--- src/rtl/cmi_mem_resp_pkg.sv ---
// cmi_mem_resp_pkg: shared ucode definitions (function, status and FSM codes) for the CMI memory responder
package cmi_mem_resp_pkg;
    typedef enum logic [3:0] {
        F_READ     = 4'h0,
        F_READ_LNG = 4'h1,
        F_READ_LCK = 4'h2,
        F_WRITE    = 4'h8,
        F_WRITE_UL = 4'h9
    } func_e;

    typedef enum logic [1:0] {ST_OK, ST_NXM, ST_LOCKED, ST_ERR} status_e;

    typedef enum logic [2:0] {IDLE, WDAT, MEMRD, MEMWR, RSP, RSP2} state_e;

    function automatic logic func_ok(input logic [3:0] f);
        return f inside {F_READ, F_READ_LNG, F_READ_LCK, F_WRITE, F_WRITE_UL};
    endfunction

    function automatic logic func_wr(input logic [3:0] f);
        return f == F_WRITE || f == F_WRITE_UL;
    endfunction
endpackage

--- src/rtl/cmi_bpar_gen.sv ---
// cmi_bpar_gen: per-byte odd parity over a 32-bit longword
module cmi_bpar_gen (
    input  logic [31:0] data_h,
    output logic [3:0]  par_h
);
    for (genvar i = 0; i < 4; i++) begin : g_byte
        assign par_h[i] = ~^data_h[8*i +: 8];
    end
endmodule

--- src/rtl/cmi_mem_resp.sv ---
// cmi_mem_resp: CMI memory command responder with lock, timeout and DMA cache invalidate
module cmi_mem_resp
    import cmi_mem_resp_pkg::*;
#(
    parameter logic [21:0] MEM_TOP = 22'h0FFFFF,
    parameter int          TIMEOUT = 15
) (
    input  logic        b_clk_l,
    input  logic        init_l,
    input  logic        cmd_valid_h,
    input  logic [3:0]  cmd_func_h,
    input  logic [21:0] cmd_addr_h,
    input  logic [3:0]  cmd_mask_h,
    input  logic        cmd_dma_h,
    output logic        cmd_ready_h,
    input  logic        wdata_valid_h,
    input  logic [31:0] wdata_h,
    output logic        status_valid_l,
    output logic [1:0]  status_h,
    output logic [31:0] rdata_h,
    output logic [3:0]  rdata_par_h,
    output logic        mem_req_h,
    output logic        mem_we_h,
    output logic [21:0] mem_addr_h,
    output logic [3:0]  mem_be_h,
    output logic [31:0] mem_wdata_h,
    input  logic [31:0] mem_rdata_h,
    input  logic        mem_ack_h,
    output logic        inval_req_h,
    output logic [21:0] inval_addr_h
);
    localparam logic [7:0] TMO_LAST = 8'(TIMEOUT - 1);

    state_e      state, state_nxt;
    status_e     st_q, st_nxt;
    logic        run_q, dma_q, lock_q, second_q;
    logic [3:0]  func_q, mask_q, par;
    logic [21:0] addr_q, addr_inc;
    logic [31:0] wd_q, rd_q;
    logic [7:0]  tmo_q;
    logic        accept, rsp, lng_next, tmo_hit, inval_hit;

    cmi_bpar_gen u_par (.data_h(rd_q), .par_h(par));

    assign cmd_ready_h = run_q && state == IDLE;
    assign accept      = cmd_valid_h && cmd_ready_h;
    assign mem_req_h   = state == MEMRD || state == MEMWR;
    assign mem_we_h    = state == MEMWR;
    assign mem_be_h    = state == MEMRD ? 4'hF : state == MEMWR ? mask_q : 4'h0;
    assign mem_addr_h  = addr_q;
    assign mem_wdata_h = wd_q;
    assign addr_inc    = addr_q + 22'd1;
    assign rsp         = state == RSP || state == RSP2;
    assign lng_next    = state == RSP && func_q == F_READ_LNG && !second_q;
    assign tmo_hit     = tmo_q == TMO_LAST;
    assign inval_hit   = rsp && func_wr(func_q) && dma_q && st_q == ST_OK;

    always_comb begin
        state_nxt = state;
        st_nxt    = st_q;
        case (state)
            IDLE: if (accept) begin
                st_nxt    = !func_ok(cmd_func_h) ? ST_ERR :
                            (cmd_func_h == F_READ_LCK && lock_q) ? ST_LOCKED :
                            (cmd_addr_h > MEM_TOP) ? ST_NXM : ST_OK;
                state_nxt = (st_nxt == ST_ERR || st_nxt == ST_LOCKED) ? RSP :
                            func_wr(cmd_func_h) ? WDAT :
                            (st_nxt == ST_NXM) ? RSP : MEMRD;
            end
            WDAT: if (wdata_valid_h) state_nxt = (st_q != ST_OK || mask_q == 4'h0) ? RSP : MEMWR;
            MEMRD: if (mem_ack_h || tmo_hit) begin
                state_nxt = second_q ? RSP2 : RSP;
                st_nxt    = mem_ack_h ? st_q : ST_NXM;
            end
            MEMWR: if (mem_ack_h || tmo_hit) begin
                state_nxt = RSP;
                st_nxt    = mem_ack_h ? st_q : ST_NXM;
            end
            RSP: if (lng_next) begin
                st_nxt    = (addr_inc > MEM_TOP || addr_inc == 22'd0) ? ST_NXM : ST_OK;
                state_nxt = st_nxt == ST_NXM ? RSP2 : MEMRD;
            end else begin
                state_nxt = IDLE;
            end
            default: state_nxt = IDLE;
        endcase
    end

    // Response outputs are registered one edge after RSP/RSP2 so the strobe, data and parity align
    always_ff @(posedge b_clk_l or negedge init_l) begin
        if (!init_l) begin
            state          <= IDLE;
            st_q           <= ST_OK;
            run_q          <= 1'b0;
            func_q         <= '0;
            addr_q         <= '0;
            mask_q         <= '0;
            dma_q          <= 1'b0;
            wd_q           <= '0;
            rd_q           <= '0;
            lock_q         <= 1'b0;
            second_q       <= 1'b0;
            tmo_q          <= '0;
            status_valid_l <= 1'b1;
            status_h       <= '0;
            rdata_h        <= '0;
            rdata_par_h    <= '0;
            inval_req_h    <= 1'b0;
            inval_addr_h   <= '0;
        end else begin
            state          <= state_nxt;
            st_q           <= st_nxt;
            run_q          <= 1'b1;
            tmo_q          <= (mem_req_h && !mem_ack_h) ? tmo_q + 8'd1 : 8'd0;
            status_valid_l <= !rsp;
            inval_req_h    <= inval_hit;
            if (accept) begin
                func_q   <= cmd_func_h;
                addr_q   <= cmd_addr_h;
                mask_q   <= cmd_mask_h;
                dma_q    <= cmd_dma_h;
                second_q <= 1'b0;
            end
            if (state == WDAT && wdata_valid_h) wd_q <= wdata_h;
            if (state == MEMRD && mem_ack_h) rd_q <= mem_rdata_h;
            if (lng_next) begin
                second_q <= 1'b1;
                addr_q   <= addr_inc;
            end
            if (rsp) begin
                status_h    <= st_q;
                rdata_h     <= rd_q;
                rdata_par_h <= par;
            end
            if (inval_hit) inval_addr_h <= addr_q;
            if (state == RSP && func_q == F_READ_LCK && st_q == ST_OK) lock_q <= 1'b1;
            else if (state == RSP && func_q == F_WRITE_UL) lock_q <= 1'b0;
        end
    end
endmodule

--- config.mk ---
export PLATFORM = sky130hd
export DESIGN_NAME = cmi_mem_resp
export DESIGN_NICKNAME = d
export VERILOG_FILES = /design/src/rtl/cmi_mem_resp_pkg.sv /design/src/rtl/cmi_bpar_gen.sv /design/src/rtl/cmi_mem_resp.sv
export SDC_FILE = /design/constraint.sdc
export NUM_CORES = 1
export LEC_CHECK = 0
export ABC_AREA = 1
export CAP_MARGIN = 10
export CORE_AREA = 2 2 151 153
export DETAILED_ROUTE_END_ITERATION = 12
export DIE_AREA = 0 0 153 155
export GPL_ROUTABILITY_DRIVEN = 0
export SLEW_MARGIN = 20
export SYNTH_ARGS = -nofsm -noshare
export SYNTH_HDL_FRONTEND = slang
export SYNTH_SLANG_ARGS = --single-unit
--- constraint.sdc ---
create_clock -name b_clk_l -period 3.4 [get_ports b_clk_l]
set_clock_uncertainty 0.05 [all_clocks]
set_input_delay 0.34 -clock b_clk_l [delete_from_list [all_inputs] [get_ports b_clk_l]]
set_output_delay 0.34 -clock b_clk_l [all_outputs]
set_load 0.03 [all_outputs]
Word-level counts from Yosys, hierarchy flattened:

Cells that the tools add are included.

* bits in registers: 173

* reductions and logical operators: 42
* muxes and demuxes: 30
* add/sub/neg operators: 2
* $lt $le $gt $ge: 2
* equal/unequal tests: 25

Operator list (number)
* > comparator 22 x 20 -> 1 bit, second input constant: 2
* two-way mux 22 bit: 2
* XNOR reduction 8 bit: 4
* two-way mux 3 bit: 10
* adder 22 x 1 -> 22 bit, second input constant: 1
* zero test 22 bit: 1
* == test 4 bit, second input constant: 4
* case mux 3 bit (5 select lines): 1
* logical AND 1 bit: 14
* two-way mux 2 bit: 6
* adder 8 x 1 -> 8 bit, second input constant: 1
* == test 4 x 1 -> 1 bit, second input constant: 2
* == test 4 x 2 -> 1 bit, second input constant: 2
* == test 8 x 4 -> 1 bit, second input constant: 1
* zero test 4 bit: 2
* logical OR 1 bit: 8
* two-way mux 4 bit: 2
* two-way mux 8 bit: 1
* inequality test 2 bit, second input constant: 4
* two-way mux 1 bit: 7
* == test 3 x 2 -> 1 bit, second input constant: 2
* == test 3 bit, second input constant: 2
* inequality test 2 x 1 -> 1 bit, second input constant: 3
* case mux 2 bit (3 select lines): 1
* other kinds (13): 18

Logic depth before layout (Yosys ltp):

Gate-level depths: netlist (run 1).

* depth in word-level cells: 10
* depth in mapped cells: 17
* mapped depth without buffers: 17

Modules after synthesis:

From an unflattened synthesis (run 1), not the netlist that was laid out.

* cell total of the unflattened synthesis: 942
* area total of the unflattened synthesis: 8156.6 sq um

Modules (own cells, without submodules)
* cmi_mem_resp: instances 1, cells each 794, area each 7576.0 sq um, seq. area each 4330.4 sq um
* cmi_bpar_gen: instances 1, cells each 148, area each 580.6 sq um, seq. area each 0.0 sq um

Worst setup path after synthesis (run 1):

No wires, ideal clock.

* path kind: register to register
* from: reg addr_q[0] (netlist: mem_addr_h[0])
* to: reg st_q[0]
* setup time: 0.123 ns
* buffers on the path: 0
* path slack: 1.299 ns
* data arrival time: 1.928 ns
* clock period less this slack: 2.101 ns
* stages on the path, launching flop included: 12
* cell sequence: dfrtp_1 ha_1 nand2_1 nor2_2 nand2_1 nor2_1 xor2_1 nor3_2 nand2_1 nand2_2 o21ai_0 nand2_1

* cells in the longest elaborated chain, start to end: 6
* elaborated cells between the ends (all ways): 7
* those cells by class: add/sub: 1; order compare: 1; mux: 3; reduce/logical: 2

RTL lines
* start, declared: line cmi_mem_resp.sv:38 `logic [21:0] addr_q, addr_inc;`
* start signal, assigned: line cmi_mem_resp.sv:119 `addr_q <= cmd_addr_h;`
* start signal, assigned: line cmi_mem_resp.sv:128 `addr_q <= addr_inc;`
* adder 22 x 1 -> 22 bit (*): line cmi_mem_resp.sv:52 `assign addr_inc = addr_q + 22'd1;`
* > comparator 22 x 20 -> 1 bit or zero test 22 bit (tied branches): line cmi_mem_resp.sv:80 `st_nxt = (addr_inc > MEM_TOP || addr_inc == 22'd0) ? ST_NXM : ST_OK;`
* logical OR 1 bit (*): line cmi_mem_resp.sv:80
* two-way mux 1 bit (*): line cmi_mem_resp.sv:80
* two-way mux 2 bit (*): line cmi_mem_resp.sv:79 `RSP: if (lng_next) begin`
* case mux 2 bit (3 select lines) (*): line cmi_mem_resp.sv:61 `case (state)`
* end signal, assigned: line cmi_mem_resp.sv:112 `st_q <= st_nxt;`
* end, declared: line cmi_mem_resp.sv:35 `status_e st_q, st_nxt;`

Mark *: on every way between the ends. The rest lies on a longest branch, timed or not. The select of a mux whose other input is x is not followed.
A chain may end at the register's enable or synchronous reset.

Worst setup path after layout (run 1):

* from: reg state[2]
* to: out mem_we_h

* cells in the longest elaborated chain, start to end: 1

RTL lines
* start, declared: line cmi_mem_resp.sv:34 `state_e state, state_nxt;`
* start signal, assigned: line cmi_mem_resp.sv:111 `state <= state_nxt;`
* == test 3 x 2 -> 1 bit: line cmi_mem_resp.sv:48 `assign mem_we_h = state == MEMWR;`
* end, declared: line cmi_mem_resp.sv:23 `output logic mem_we_h,`

Every way passes these cells.

==> results.sh, run 1 <==
export IMPL_status="complete, no violations"
export IMPL_cts_buffers=17
export IMPL_dp_cells=1316
export IMPL_syn_inst=825
export IMPL_die_area_sq_um=23700
export IMPL_initial_utilization_pct=35.0
export IMPL_io_pins=223
export IMPL_viasPerCell=4.75
export IMPL_final_nets=1156
export IMPL_htree_num_levels=4
export IMPL_crit_path_start_kind="flip-flop"
export IMPL_leakagePower_nw=5.02
export IMPL_synth_area_top_cells="dfrtp_1, nand2_1, mux2_2"
export IMPL_synth_enable_flop_cells=0
export IMPL_relSlewSlack_pct=52.0
export IMPL_yosysSeqAreaShare_pct=55.6
export IMPL_worstSetupPathType="reg2out"
export IMPL_r2r_end="mem_addr_h[10]$_DFFE_PN0P_"
export IMPL_yosys_area_top_type="dfrtp_1"
export IMPL_period_minus_slack_ns=2.49
export IMPL_grt_max_degree=65
export IMPL_syn2layout_area_growth_pct=41.0
export IMPL_clockRootBuffer="clkbuf_16"
export IMPL_ys_async_sr_fraction_pct=100
export IMPL_final_setup_tns_ns=0
export IMPL_dr_pass1_iters=5
export IMPL_grt_pass1_wl_um=34000
export IMPL_ant_nets=0
export IMPL_yosysMostFrequentCell="nand2_1"
export IMPL_ys_top_cells_by_count="nand2_1, dfrtp_1, nor2_1"
export IMPL_antenna_found_initial=0
export IMPL_synth_nets=930
export IMPL_syn_area_sq_um=7780
export IMPL_tightest_slew_ns=0.719
export IMPL_drc=0
export IMPL_clock_latency_ns=0.43
export IMPL_drive_gt1_share_pct=11.6
export IMPL_maxCapViolCount=0
export IMPL_cp_max_fo=10
export IMPL_hold_class="in2async"
export IMPL_peakVddDrop_uv=468
export IMPL_overflow=0
export IMPL_die_height_um=155
export IMPL_worstPathArrival_ns=2.10
export IMPL_first_iter_violations=353
export IMPL_path_cells="inv_1 -> nand2_1 -> nor2_1 -> clkdlybuf4s50_1"
export IMPL_max_clock_freq_mhz=402
export IMPL_crit_path_end_kind="primary output"
export IMPL_fillerInstances=2102
export IMPL_grt_util_all_layers_pct=18.0
export IMPL_layoutNonFillerInstCount=1349
export IMPL_fp_row_count=55
export IMPL_setup_viol=0
export IMPL_slew_violations=0
export IMPL_diodes=0
export IMPL_yosys_cell_types_count=38
export IMPL_synthFlopType="dfrtp_1"
export IMPL_grt_pass1_vias=6486
export IMPL_power_density_nw_per_um2=996
export IMPL_finalCritPeriodShare_pct=73.2
export IMPL_vias=6404
export IMPL_hold_viol_final=0
export IMPL_clk_path_buf_depth=2
export IMPL_postCtsSetupRepairBufs=0
export IMPL_r2r_start="state[0]$_DFFE_PN0P_"
export IMPL_syn_avg_cell_area_sq_um=9.44
export IMPL_required_ns=3.01
export IMPL_rsz0062_at_grt="false"
export IMPL_clk_pin_slew_ns=0.08
export IMPL_fp_coreArea_sq_um=22200
export IMPL_r2r_cells=9
export IMPL_routedWlPerCell_um=15.4
export IMPL_cts_resized=0
export IMPL_yosysWarnings=0
export IMPL_clkSinkCount=173
export IMPL_postCtsHoldBufs=1
export IMPL_port_buffers=222
export IMPL_netlist_area_leader_share_pct=55.3
export IMPL_reg2reg_slack_ns=1.05
export IMPL_ys_seq_elements=173
export IMPL_dp_hpwl_um=15100
export IMPL_cp_slowest_cell="clkdlybuf4s50_1"
export IMPL_die_x_um=153
export IMPL_slowest_delay_ns=0.75
export IMPL_tritoncts="done"
export IMPL_wirelength_um=20800
power breakdown:
| part | internal [mW] | total (mW) | switching, mW |
|---|---|---|---|
| clock network | 1.09 | 2.04 | 0.948 |
| logic | 2.24 | 5.31 | 3.08 |
| registers | 2.91 | 3.58 | 0.661 |
| total | 6.24 | 10.9 | 4.69 |
registers in the layout (all words and copies together), names as in the netlist:
name            flops
run_q               1
state               3
mask_q              4
status_h            2
rdata_h            32
inval_req_h         1
func_q              4
rd_q               32
status_valid_l      1
tmo_q               8
mem_wdata_h        32
lock_q              1
second_q            1
st_q                2
dma_q               1
inval_addr_h       22
rdata_par_h         4
mem_addr_h         22
per-stage QoR:
step	worst slack [ns]	hold WS, ns	utilization, %	power (mW)	instance area (sq um)
global route	0.778	0.386	49.4	11.7	11000
finish	0.912	0.358	49.4	10.9	11000
floorplan	1.30	-0.00559	-	6.92	7780
CTS	0.894	0.365	49.4	11.0	11000
global placement	1.19	0.265	46.5	8.89	10300
detailed placement	1.09	0.266	46.5	8.96	10300
cell families after synthesis:
kind of cell    synth area share (%)
xor+xnor                        3.60
flops                           55.6
other cells                   0.0482
mux                             9.26
simple gates                    18.7
compound gates                  7.46
fa+ha+maj                      0.804
buf+inv                         4.48
metal layers:
layer / global-route usage [%] / part of all wire [%]
met4: 7.54 / 2.9
met5: 0 / 0
met3: 4.46 / 5.4
met2: 28.4 / 46
met1: 23.7 / 45
cells in the final DEF, fill, tap and decap left out, types with 3 or more instances in the layout:
cell	instances
inv_2	3
nand2_2	4
o22ai_1	16
inv_8	4
clkinv_8	5
nand3_1	20
mux2_2	64
nand2_1	240
clkbuf_16	17
inv_6	3
nor2_2	3
inv_1	57
nor3_1	8
xnor2_1	24
xor2_1	8
nor2_1	71
a31oi_1	5
buf_4	9
clkdlybuf4s50_1	221
nand4_1	7
ha_1	5
dfrtp_1	172
a21oi_1	22
o21ai_0	46
cell type report:
cell class | instances | area (sq um) | share of cell area [%]
Sequential cell | 173 | 4330 | 39.5
Clock inverter | 14 | 191 | 1.74
Timing Repair Buffer | 233 | 2320 | 21.2
Multi-Input combinational cell | 565 | 3110 | 28.3
Clock buffer | 18 | 439 | 4.00
Tap cell | 285 | 357 | 3.25
Inverter | 61 | 229 | 2.09
worst max-delay path by stage:
stage / startpoint / endpoint / slack [ns] / cells past startpoint
6_report: state[2]$_DFFE_PN0P_ / mem_we_h / 0.91 / 4
5_1_grt: state[2]$_DFFE_PN0P_ / mem_we_h / 0.78 / 4
4_1_cts: state[2]$_DFFE_PN0P_ / mem_we_h / 0.89 / 4
3_5_place_dp: state[0]$_DFFE_PN0P_ / mem_addr_h[10]$_DFFE_PN0P_ / 1.09 / 9
3_3_place_gp: state[0]$_DFFE_PN0P_ / mem_addr_h[11]$_DFFE_PN0P_ / 1.19 / 9
2_1_floorplan: mem_addr_h[0]$_DFFE_PN0P_ / st_q[0]$_DFFE_PN0P_ / 1.30 / 11
critical path, delay by kind of cell (launching register included):
kind,cells,cell delay (ns)
AND/OR/NAND/NOR,2,0.43
flip-flops,1,0.39
buffers and inverters,2,0.84
(Power assumes the default switching activity.)
==> run 2: changes to the inputs <==
==> constraint.sdc (replaced) <==
create_clock -name b_clk_l -period 2 [get_ports b_clk_l]
set_clock_uncertainty 0.05 [all_clocks]
set_input_delay 0.2 -clock b_clk_l [delete_from_list [all_inputs] [get_ports b_clk_l]]
set_output_delay 0.2 -clock b_clk_l [all_outputs]
set_load 0.03 [all_outputs]
==> results.sh, run 2 (synthesis results as in run 1) <==
export IMPL_fp_coreArea_sq_um=22200
export IMPL_hold_viol_final=0
export IMPL_rsz0062_at_grt="true"
export IMPL_clk_pin_slew_ns=0.08
export IMPL_fin_area_sq_um=11300
export IMPL_die_x_um=153
export IMPL_r2r_cells=17
export IMPL_syn2layout_area_growth_pct=45.6
export IMPL_fp_row_count=55
export IMPL_required_ns=2.31
export IMPL_vias=6533
export IMPL_routedWlPerCell_um=15.6
export IMPL_critPathLaunch="mem_addr_h[1]$_DFFE_PN0P_"
export IMPL_grt_pass1_wl_um=33800
export IMPL_drc=0
export IMPL_die_height_um=155
export IMPL_port_buffers=222
export IMPL_initial_utilization_pct=35.0
export IMPL_grtUsageMet1_pct=24.3
export IMPL_setup_viol=0
export IMPL_crit_path_end_kind="flip-flop"
export IMPL_final_nets=1175
export IMPL_dr_pass1_iters=5
export IMPL_r2r_start="mem_addr_h[1]$_DFFE_PN0P_"
export IMPL_wirelength_um=21400
export IMPL_clk_path_buf_depth=2
export IMPL_first_iter_violations=439
export IMPL_diodes=0
export IMPL_reg2reg_slack_ns=0.02
export IMPL_clockRootBuffer="clkbuf_16"
export IMPL_utilization_pct=51.0
export IMPL_peakVddDrop_uv=645
export IMPL_status="complete, no violations"
export IMPL_power_density_nw_per_um2=1680
export IMPL_grt_busiest_layer="met2"
export IMPL_clkSinkCount=173
export IMPL_grt_max_degree=50
export IMPL_hold_class="in2async"
export IMPL_grt_met2_usage_pct=29.3
export IMPL_slew_violations=0
export IMPL_max_clock_freq_mhz=504
export IMPL_cts_buffers=17
export IMPL_viasPerCell=4.78
export IMPL_overflow=0
export IMPL_placed_area_sq_um=10500
export IMPL_clock_latency_ns=0.43
export IMPL_cp_max_fo=7
export IMPL_maxCapViolCount=0
export IMPL_antenna_found_initial=0
export IMPL_endpoint="state[0]$_DFFE_PN0P_"
export IMPL_r2r_end="state[0]$_DFFE_PN0P_"
export IMPL_dp_hpwl_um=15600
export IMPL_fillerInstances=2063
export IMPL_layout_commonest_cell="nand2_1"
export IMPL_htree_num_levels=4
export IMPL_drive_gt1_share_pct=16.8
export IMPL_worstSetupPathType="reg2reg"
export IMPL_use_met3_pct=3.40
export IMPL_worstPathArrival_ns=2.29
export IMPL_leakagePower_nw=5.16
export IMPL_io_pins=223
export IMPL_tritoncts="done"
export IMPL_ant_nets=0
export IMPL_die_area_sq_um=23700
export IMPL_crit_path_start_kind="flip-flop"
export IMPL_grt_util_all_layers_pct=17.9
export IMPL_period_minus_slack_ns=1.98
export IMPL_grt_pass1_vias=6253
export IMPL_finalCritPeriodShare_pct=99.2
export IMPL_final_cell_mix="nand2_1, clkdlybuf4s50_1, dfrtp_1"
[run 2: timing repair]
item | 4_1_cts | 5_1_grt
endpoints found under the setup margin | 7 | 15
hold endpoints to repair | 172 | 0
buffers inserted | 0 | 4
hold buffers | 1 | 0
resized for setup | 17 | 44
pin swaps | 0 | 10
[run 2: critical path, stage by stage, from the launching register on]
cell	delay [ns]
dfrtp_2	0.39
buf_6	0.13
nand2_4	0.05
nor2_4	0.23
nand2_2	0.12
nand2_2	0.08
nand2_2	0.06
nor2_2	0.10
nand2_1	0.06
nor2_1	0.08
nand2_1	0.06
nor2_1	0.09
nand2_1	0.10
nand2_2	0.10
nand2_2	0.06
nand2_1	0.06
nand2_1	0.05
nand2_1	0.06
[run 2: metal layers]
layer  wire length (um)  vias up
met5                  0        -
met4                361        0
li1                   -     3185
met1               9480     3100
met2              10400      225
met3               1170       23
[run 2: worst min path at each step]
stage / start / end / slack, ns / cells past startpoint
CTS: init_l / inval_addr_h[10]$_DFFE_PN0P_ / 0.11 / 2
finish: init_l / inval_addr_h[10]$_DFFE_PN0P_ / 0.12 / 2
global route: init_l / inval_addr_h[10]$_DFFE_PN0P_ / 0.12 / 2
floorplan: init_l / dma_q$_DFFE_PN0P_ / -0.15 / 0
global placement: init_l / inval_addr_h[10]$_DFFE_PN0P_ / 0.004 / 1
detailed placement: init_l / inval_addr_h[10]$_DFFE_PN0P_ / 0.007 / 1
[run 2: final cells by class]
cell class	instances	area (sq um)	area share [%]
multi-input cells	565	3230	28.5
flip-flops and latches	173	4340	38.3
clock buffers	17	425	3.75
inverters	61	229	2.02
clock inverters	15	210	1.85
well taps	285	357	3.15
repair buffers	252	2540	22.4
[run 2: stage by stage]
step                power [mW]  hold slack, ns  setup slack, ns  cells  setup TNS [ns]
floorplan                 11.8          -0.146           0.0425    825               0
global placement          15.4         0.00434           0.0169   1331               0
detailed placement        15.5         0.00748           0.0258   1331               0
CTS                       19.0           0.107          -0.0467   1364          -0.118
global route              20.4           0.116           -0.136   1368          -0.282
finish                    19.1           0.125           0.0170   1368               0
[run 2: power by group]
part	switching [mW]	internal [mW]	leakage, nW	total [mW]
combinational	5.48	4.06	2.66	9.54
clock	1.65	1.84	0.309	3.49
sequential	1.09	4.97	2.19	6.06
